## config.mk

```make
export PLATFORM = sky130hd
export DESIGN_NAME = wishbone_master_slave
export DESIGN_NICKNAME = d
export VERILOG_FILES = /design/src/rtl/wishbone_master_slave.sv
export SDC_FILE = /design/constraint.sdc
export NUM_CORES = 1
export LEC_CHECK = 0
export ABC_AREA = 1
export CORE_UTILIZATION = 30
export CTS_BUF_LIST = sky130_fd_sc_hd__clkbuf_8
export DETAILED_ROUTE_END_ITERATION = 10
export SLEW_MARGIN = 5
export SYNTH_ARGS = -nofsm -noshare
export SYNTH_HDL_FRONTEND = slang
export SYNTH_SLANG_ARGS = --single-unit
```

## constraint.sdc

```tcl
create_clock -name i_CLK -period 36 [get_ports i_CLK]
set_input_delay 7.2 -clock i_CLK [delete_from_list [all_inputs] [get_ports i_CLK]]
set_output_delay 7.2 -clock i_CLK [all_outputs]
set_load 0.05 [all_outputs]
```

## src/rtl/wishbone_master_slave.sv

```systemverilog
// Wishbone B4 classic point-to-point subsystem.
// A req/gnt client port drives a single-transfer Wishbone master. The master is
// wired to a word-addressed register-file slave with byte-lane write enables.
// Internal bus signals are also driven out so the handshake can be observed.
//
// Master FSM
//   state | meaning
//   IDLE  | no bus cycle open; i_req is sampled here
//   BUSY  | CYC/STB asserted, waiting for the slave ACK
module wishbone_master_slave #(
   parameter int DATA_WIDTH = 32,
   parameter int ADDR_WIDTH = 32,
   parameter int MEM_DEPTH  = 16
) (
   input  logic                      i_CLK,
   input  logic                      i_RST,
   input  logic                      i_req,
   input  logic [ADDR_WIDTH-1:0]     i_addr,
   input  logic [DATA_WIDTH-1:0]     i_wdata,
   input  logic                      i_we,
   output logic [DATA_WIDTH-1:0]     o_rdata,
   output logic                      o_gnt,
   output logic [ADDR_WIDTH-1:0]     o_ADDR,
   output logic [DATA_WIDTH-1:0]     o_DATA,
   output logic [DATA_WIDTH-1:0]     o_SDATA,
   output logic                      o_WE,
   output logic                      o_STB,
   output logic                      o_CYC,
   output logic                      o_ACK,
   output logic [DATA_WIDTH/8-1:0]   o_SEL
);

   localparam int SEL_W = DATA_WIDTH / 8;
   // A single-word memory still needs a one-bit index to keep slices legal.
   localparam int IDX_W = (MEM_DEPTH > 1) ? $clog2(MEM_DEPTH) : 1;

   typedef enum logic {
      IDLE = 1'b0,
      BUSY = 1'b1
   } state_t;

   state_t                  state_q;
   logic [ADDR_WIDTH-1:0]   adr_q;
   logic [DATA_WIDTH-1:0]   dat_q;
   logic                    we_q;
   logic [SEL_W-1:0]        sel_q;
   logic                    cyc_q;
   logic                    stb_q;
   logic [DATA_WIDTH-1:0]   rdata_q;
   logic                    gnt_q;

   logic                    ack_q;
   logic [DATA_WIDTH-1:0]   sdat_q;
   logic [DATA_WIDTH-1:0]   mem_q [MEM_DEPTH];

   logic [IDX_W-1:0]        slv_idx;
   logic                    slv_access;

   // Upper address bits are dropped so accesses wrap around the memory.
   assign slv_idx    = adr_q[IDX_W-1:0];
   // Only the first cycle of a strobe is an access; ACK masks the second.
   assign slv_access = cyc_q & stb_q & ~ack_q;

   // Master: open one bus cycle per accepted request, close it on ACK.
   always_ff @(posedge i_CLK or posedge i_RST) begin
      if (i_RST) begin
         state_q <= IDLE;
         adr_q   <= '0;
         dat_q   <= '0;
         we_q    <= 1'b0;
         sel_q   <= '0;
         cyc_q   <= 1'b0;
         stb_q   <= 1'b0;
         rdata_q <= '0;
         gnt_q   <= 1'b0;
      end else begin
         gnt_q <= 1'b0;
         case (state_q)
            IDLE: begin
               if (i_req) begin
                  adr_q   <= i_addr;
                  dat_q   <= i_wdata;
                  we_q    <= i_we;
                  sel_q   <= '1;
                  cyc_q   <= 1'b1;
                  stb_q   <= 1'b1;
                  state_q <= BUSY;
               end
            end
            BUSY: begin
               if (cyc_q && stb_q && ack_q) begin
                  cyc_q   <= 1'b0;
                  stb_q   <= 1'b0;
                  we_q    <= 1'b0;
                  gnt_q   <= 1'b1;
                  if (!we_q) begin
                     rdata_q <= sdat_q;
                  end
                  state_q <= IDLE;
               end
            end
            default: begin
               state_q <= IDLE;
            end
         endcase
      end
   end

   // Slave ACK: registered single-cycle pulse, never back-to-back.
   always_ff @(posedge i_CLK or posedge i_RST) begin
      if (i_RST) begin
         ack_q <= 1'b0;
      end else begin
         ack_q <= slv_access;
      end
   end

   // Slave storage: byte-lane writes and registered read data, on the ACK-raising edge.
   always_ff @(posedge i_CLK or posedge i_RST) begin
      if (i_RST) begin
         sdat_q <= '0;
         for (int w = 0; w < MEM_DEPTH; w++) begin
            mem_q[w] <= '0;
         end
      end else if (slv_access) begin
         if (we_q) begin
            for (int k = 0; k < SEL_W; k++) begin
               if (sel_q[k]) begin
                  mem_q[slv_idx][8*k +: 8] <= dat_q[8*k +: 8];
               end
            end
         end else begin
            sdat_q <= mem_q[slv_idx];
         end
      end
   end

   assign o_rdata = rdata_q;
   assign o_gnt   = gnt_q;
   assign o_ADDR  = adr_q;
   assign o_DATA  = dat_q;
   assign o_SDATA = sdat_q;
   assign o_WE    = we_q;
   assign o_STB   = stb_q;
   assign o_CYC   = cyc_q;
   assign o_ACK   = ack_q;
   assign o_SEL   = sel_q;

endmodule

```

=== Word level (Yosys, flattened, before mapping) ===
Index checks and enable logic that the tools add are counted.

* Register bits after elaboration: 646
* Input port bits: 68
* Word-level logic and storage cells: 77
* Output and inout port bits: 137

* Mux-type cells: 35
* Equality and inequality tests: 2
* Reduce and logical (&&, ||, !) cells: 7
* Bitwise logic cells: 5
* Order comparisons: 2

{| class="wikitable"
|+ Operators with widths
! operator !! count
|-
| 2-to-1 mux 512 bit || 10
|-
| bitwise mux 512 bit || 4
|-
| demux 32 bit (select 4 bit) || 4
|-
| binary-select mux 32 bit (select 4 bit) || 1
|-
| 2-to-1 mux 32 bit || 3
|-
| 2-to-1 mux 24 bit || 1
|-
| 2-to-1 mux 16 bit || 1
|-
| 2-to-1 mux 8 bit || 1
|-
| AND reduction 2 bit || 4
|-
| 2-to-1 mux 1 bit || 7
|-
| case mux 1 bit (2 select lines) || 3
|-
| greater-or-equal comparator 5 bit (second input constant) || 1
|-
| less-than comparator 5 x 1 -> 1 bit (second input constant) || 1
|-
| inverter 4 -> 5 bit || 1
|-
| inverter 1 bit || 3
|-
| AND reduction 3 bit || 1
|-
| logical AND 1 bit || 2
|-
| != test 2 x 1 -> 1 bit (second input constant) || 1
|-
| != test 2 bit (second input constant) || 1
|-
| AND 1 bit || 1
|}

=== Logic depth before layout (Yosys ltp) ===
* Word-level depth: 19
* Mapped depth: 11
* Mapped depth without buffers: 9

=== Worst setup path before layout ===
No wires, ideal clock.

* Path type: register to output
* Start point: register, netlist name o_SEL[0]
* End point: output o_SEL[1]
* Slack: 27859 ps
* Arrival time: 941 ps
* Required time: 28800 ps
* Stages on the path, launching flop included: 2
* Buffers on the path: 1
* Cell sequence: dfrtp_1 buf_4

{| class="wikitable"
|+ RTL lines
! what !! RTL line !! RTL
|-
| end: declaration || 30 || <nowiki>output logic [DATA_WIDTH/8-1:0] o_SEL</nowiki>
|}

No word-level cell between the ends.

==> flow_summary.json <==
{
  "floorplan.initialDensity": 0.303,
  "dpl.hpwl_mm": 45.2,
  "wire_length_of_the_first_global_routing_pass_mm": 134,
  "yosys.cell_types.count": 24,
  "maxCapViolations": 0,
  "via_count": 23769,
  "layout.cells.most_common_list": "sky130_fd_sc_hd__nand2_1, sky130_fd_sc_hd__dfrtp_1, sky130_fd_sc_hd__o21ai_0, sky130_fd_sc_hd__clkdlybuf4s50_1, sky130_fd_sc_hd__inv_1",
  "port_buffers": 204,
  "htree_num_levels": 3,
  "place_congestion": 0.754,
  "gr-usage-met1": 0.240,
  "vdd_drop_max_mv": 0.0543,
  "detail_route.drc_violations": 0,
  "critical_path.endpoint_type": "asynchronous set/reset pin",
  "final_layout_size_suffix_gt1_frac": 0.0674,
  "fin_nets": 3780,
  "drt-wirelength-per-cell_um": 16.7,
  "critical_setup_path_class": "input pin to asynchronous set/reset pin",
  "fillCellCount": 9976,
  "power.density_cell_area_mw_per_mm2": 94.6,
  "grt_start_max_net_pins": 134,
  "grt_most_used_layer": "met2",
  "cts.path.max_buffers": 3,
  "run_status": "complete, no violations",
  "hold_path_depth": 2,
  "synth-seq-area-share": 0.560,
  "rsz0062_at_grt": "false",
  "footprint_of_the_multi_input_gates_mm2": 0.0112,
  "final_max_slew_viol_count": 0,
  "worst_hold_path_type": "flop to flop",
  "area_delta_synth_final_pct": 17.4,
  "postSynthCellCount": 3614,
  "worst_r2r_startpoint": "o_ADDR[0]",
  "cts.reportedPaths.clkPinSlew_ns": 0.06,
  "syn_area_mm2": 0.0289,
  "pin_count": 205,
  "finalNonFillerCells": 5067,
  "post_cts_hold_buffer_count": 0,
  "die-height_um": 312,
  "clock_sink_count": 646,
  "first_global_vias": 22992,
  "numCtsBuffers": 112,
  "sequential_cell_area_mm2": 0.0162,
  "power_leakage_nw": 16.9,
  "timing.final.crit_period_ns": 10.23,
  "cts-root-buf": "sky130_fd_sc_hd__clkbuf_8",
  "use_met2": 0.268,
  "rows": 113,
  "critical_path.startpoint_type": "input pin",
  "postSynthNetCount": 3682,
  "most_common_cell_after_layout_fill_and_taps_aside": "sky130_fd_sc_hd__nand2_1",
  "worstRegToRegCells": 11,
  "groute.usage.overall": 0.173,
  "crit_path_max_fanout": 133,
  "post_cts_resize_count": 0,
  "yosysWarnings": 0,
  "wl_mm": 84.6,
  "horiz_die_dim_um": 312,
  "dr.first_iter.drc_count": 2018,
  "tritoncts": "built",
  "avgSynthCellArea_um2": 7.99,
  "postCtsSetupBuffers": 0,
  "globalRouteOverflowTotal": 0,
  "clock_skew_ns": 0.0618,
  "core_area_mm2": 0.0952,
  "finalSetupViolations": 0,
  "initial_antenna_violation_count": 7,
  "dr.pass1.iters": 7,
  "worst_skew_pair_latency_ns": 0.77,
  "totalNegativeSetupSlack_ns": 0,
  "layout.core_utilization": 0.356,
  "fp.dieArea_mm2": 0.0975,
  "worst_slew_pin_slew_ns": 1.12,
  "max_clock_freq_ghz": 0.0978,
  "worst_setup_path_startpoint": "i_RST",
  "post-place-cells": 4863,
  "drt-vias-per-instance": 4.69,
  "timing.slew.headroom": 0.250,
  "arrival_ns": 10.89,
  "groute.layer.met3.usage": 0.0372,
  "yosys_register_bits": 646,
  "worst_hold_startpoint": "state_q",
  "post-route-period-util": 0.284,
  "worstPathRequired_ns": 36.67,
  "timing.final.hold_violations": 0,
  "route.antenna.remaining_nets": 0
}
cells in the mapped netlist (all sizes together):
master | count | area share
nand2 | 1778 | 0.23
dfrtp | 646 | 0.56
o21ai | 546 | 0.096
clkbuf | 169 | 0.023
inv | 109 | 0.014
nand3 | 105 | 0.022
nor2 | 104 | 0.014
buf | 83 | 0.018
a21oi | 35 | 0.0061
mux2 | 29 | 0.011
nand4 | 8 | 0.0041
clkinv | 1 | 0.00013
nor3 | 1 | 0.00056
flip-flops by register name, summed over array words and instances (netlist names):
name	cells
o_ADDR	32
o_gnt	1
o_rdata	32
o_ACK	1
o_DATA	32
state_q	1
o_SDATA	32
mem_q	512
o_SEL	1
o_WE	1
o_STB	1
final cells by class:
class / count / area share
Tap cell: 1265 / 0.0467
Timing Repair Buffer: 236 / 0.0674
Antenna cell: 3 / 0.000222
Inverter: 110 / 0.0127
Clock inverter: 66 / 0.0105
Sequential cell: 646 / 0.477
Clock buffer: 135 / 0.0548
Multi-Input combinational cell: 2606 / 0.330
final timing paths:
kind / slack (ns) / to
max: 25.77 / o_ADDR[0]
min: 0.47 / state_q
max reg2reg: 32.32 / o_SDATA[29]
min reg2reg: 0.47 / state_q
max in group i_CLK: 26.24 / o_ADDR[1]
min in group asynchronous: 6.93 / o_SDATA[25]
worst max-delay path: stages:
cell and delay [ns]:
sky130_fd_sc_hd__clkdlybuf4s50_1 0.49, sky130_fd_sc_hd__inv_8 0.54, sky130_fd_sc_hd__buf_4 0.88, sky130_fd_sc_hd__buf_4 0.81, sky130_fd_sc_hd__buf_4 0.75
report_power, final:
group	switching, W	internal [W]	total, W
clock network	0.000314	0.000347	0.000661
registers	0.000171	0.00101	0.00118
logic	0.000967	0.000397	0.00136
cell families after synthesis:
| kind of cell | share of synthesized area |
|---|---|
| AOI/OAI and AO/OA | 0.102 |
| buffers and inverters | 0.0551 |
| DFF | 0.560 |
| muxes | 0.0113 |
| and+or+nand+nor | 0.271 |
routing by layer:
metal  share of wire  vias to the layer above
met5         0.00050                        -
met3           0.069                      165
met2            0.44                      727
met4           0.028                        6
met1            0.46                    11281
li1                -                    11590
per-stage QoR:
stage / hold WS (ns) / worst slack, ns / instance area, um2 / total power, W
CTS: 0.473 / 25.54 / 33900 / 0.00324
floorplan: 0.442 / 10.70 / 28900 / 0.00210
finish: 0.467 / 25.77 / 33900 / 0.00321
global route: 0.498 / 25.11 / 33900 / 0.00345
detailed placement: 0.458 / 24.74 / 31700 / 0.00256
global placement: 0.454 / 24.73 / 31700 / 0.00254
No activity file was read; power rests on OpenSTA's default activity.
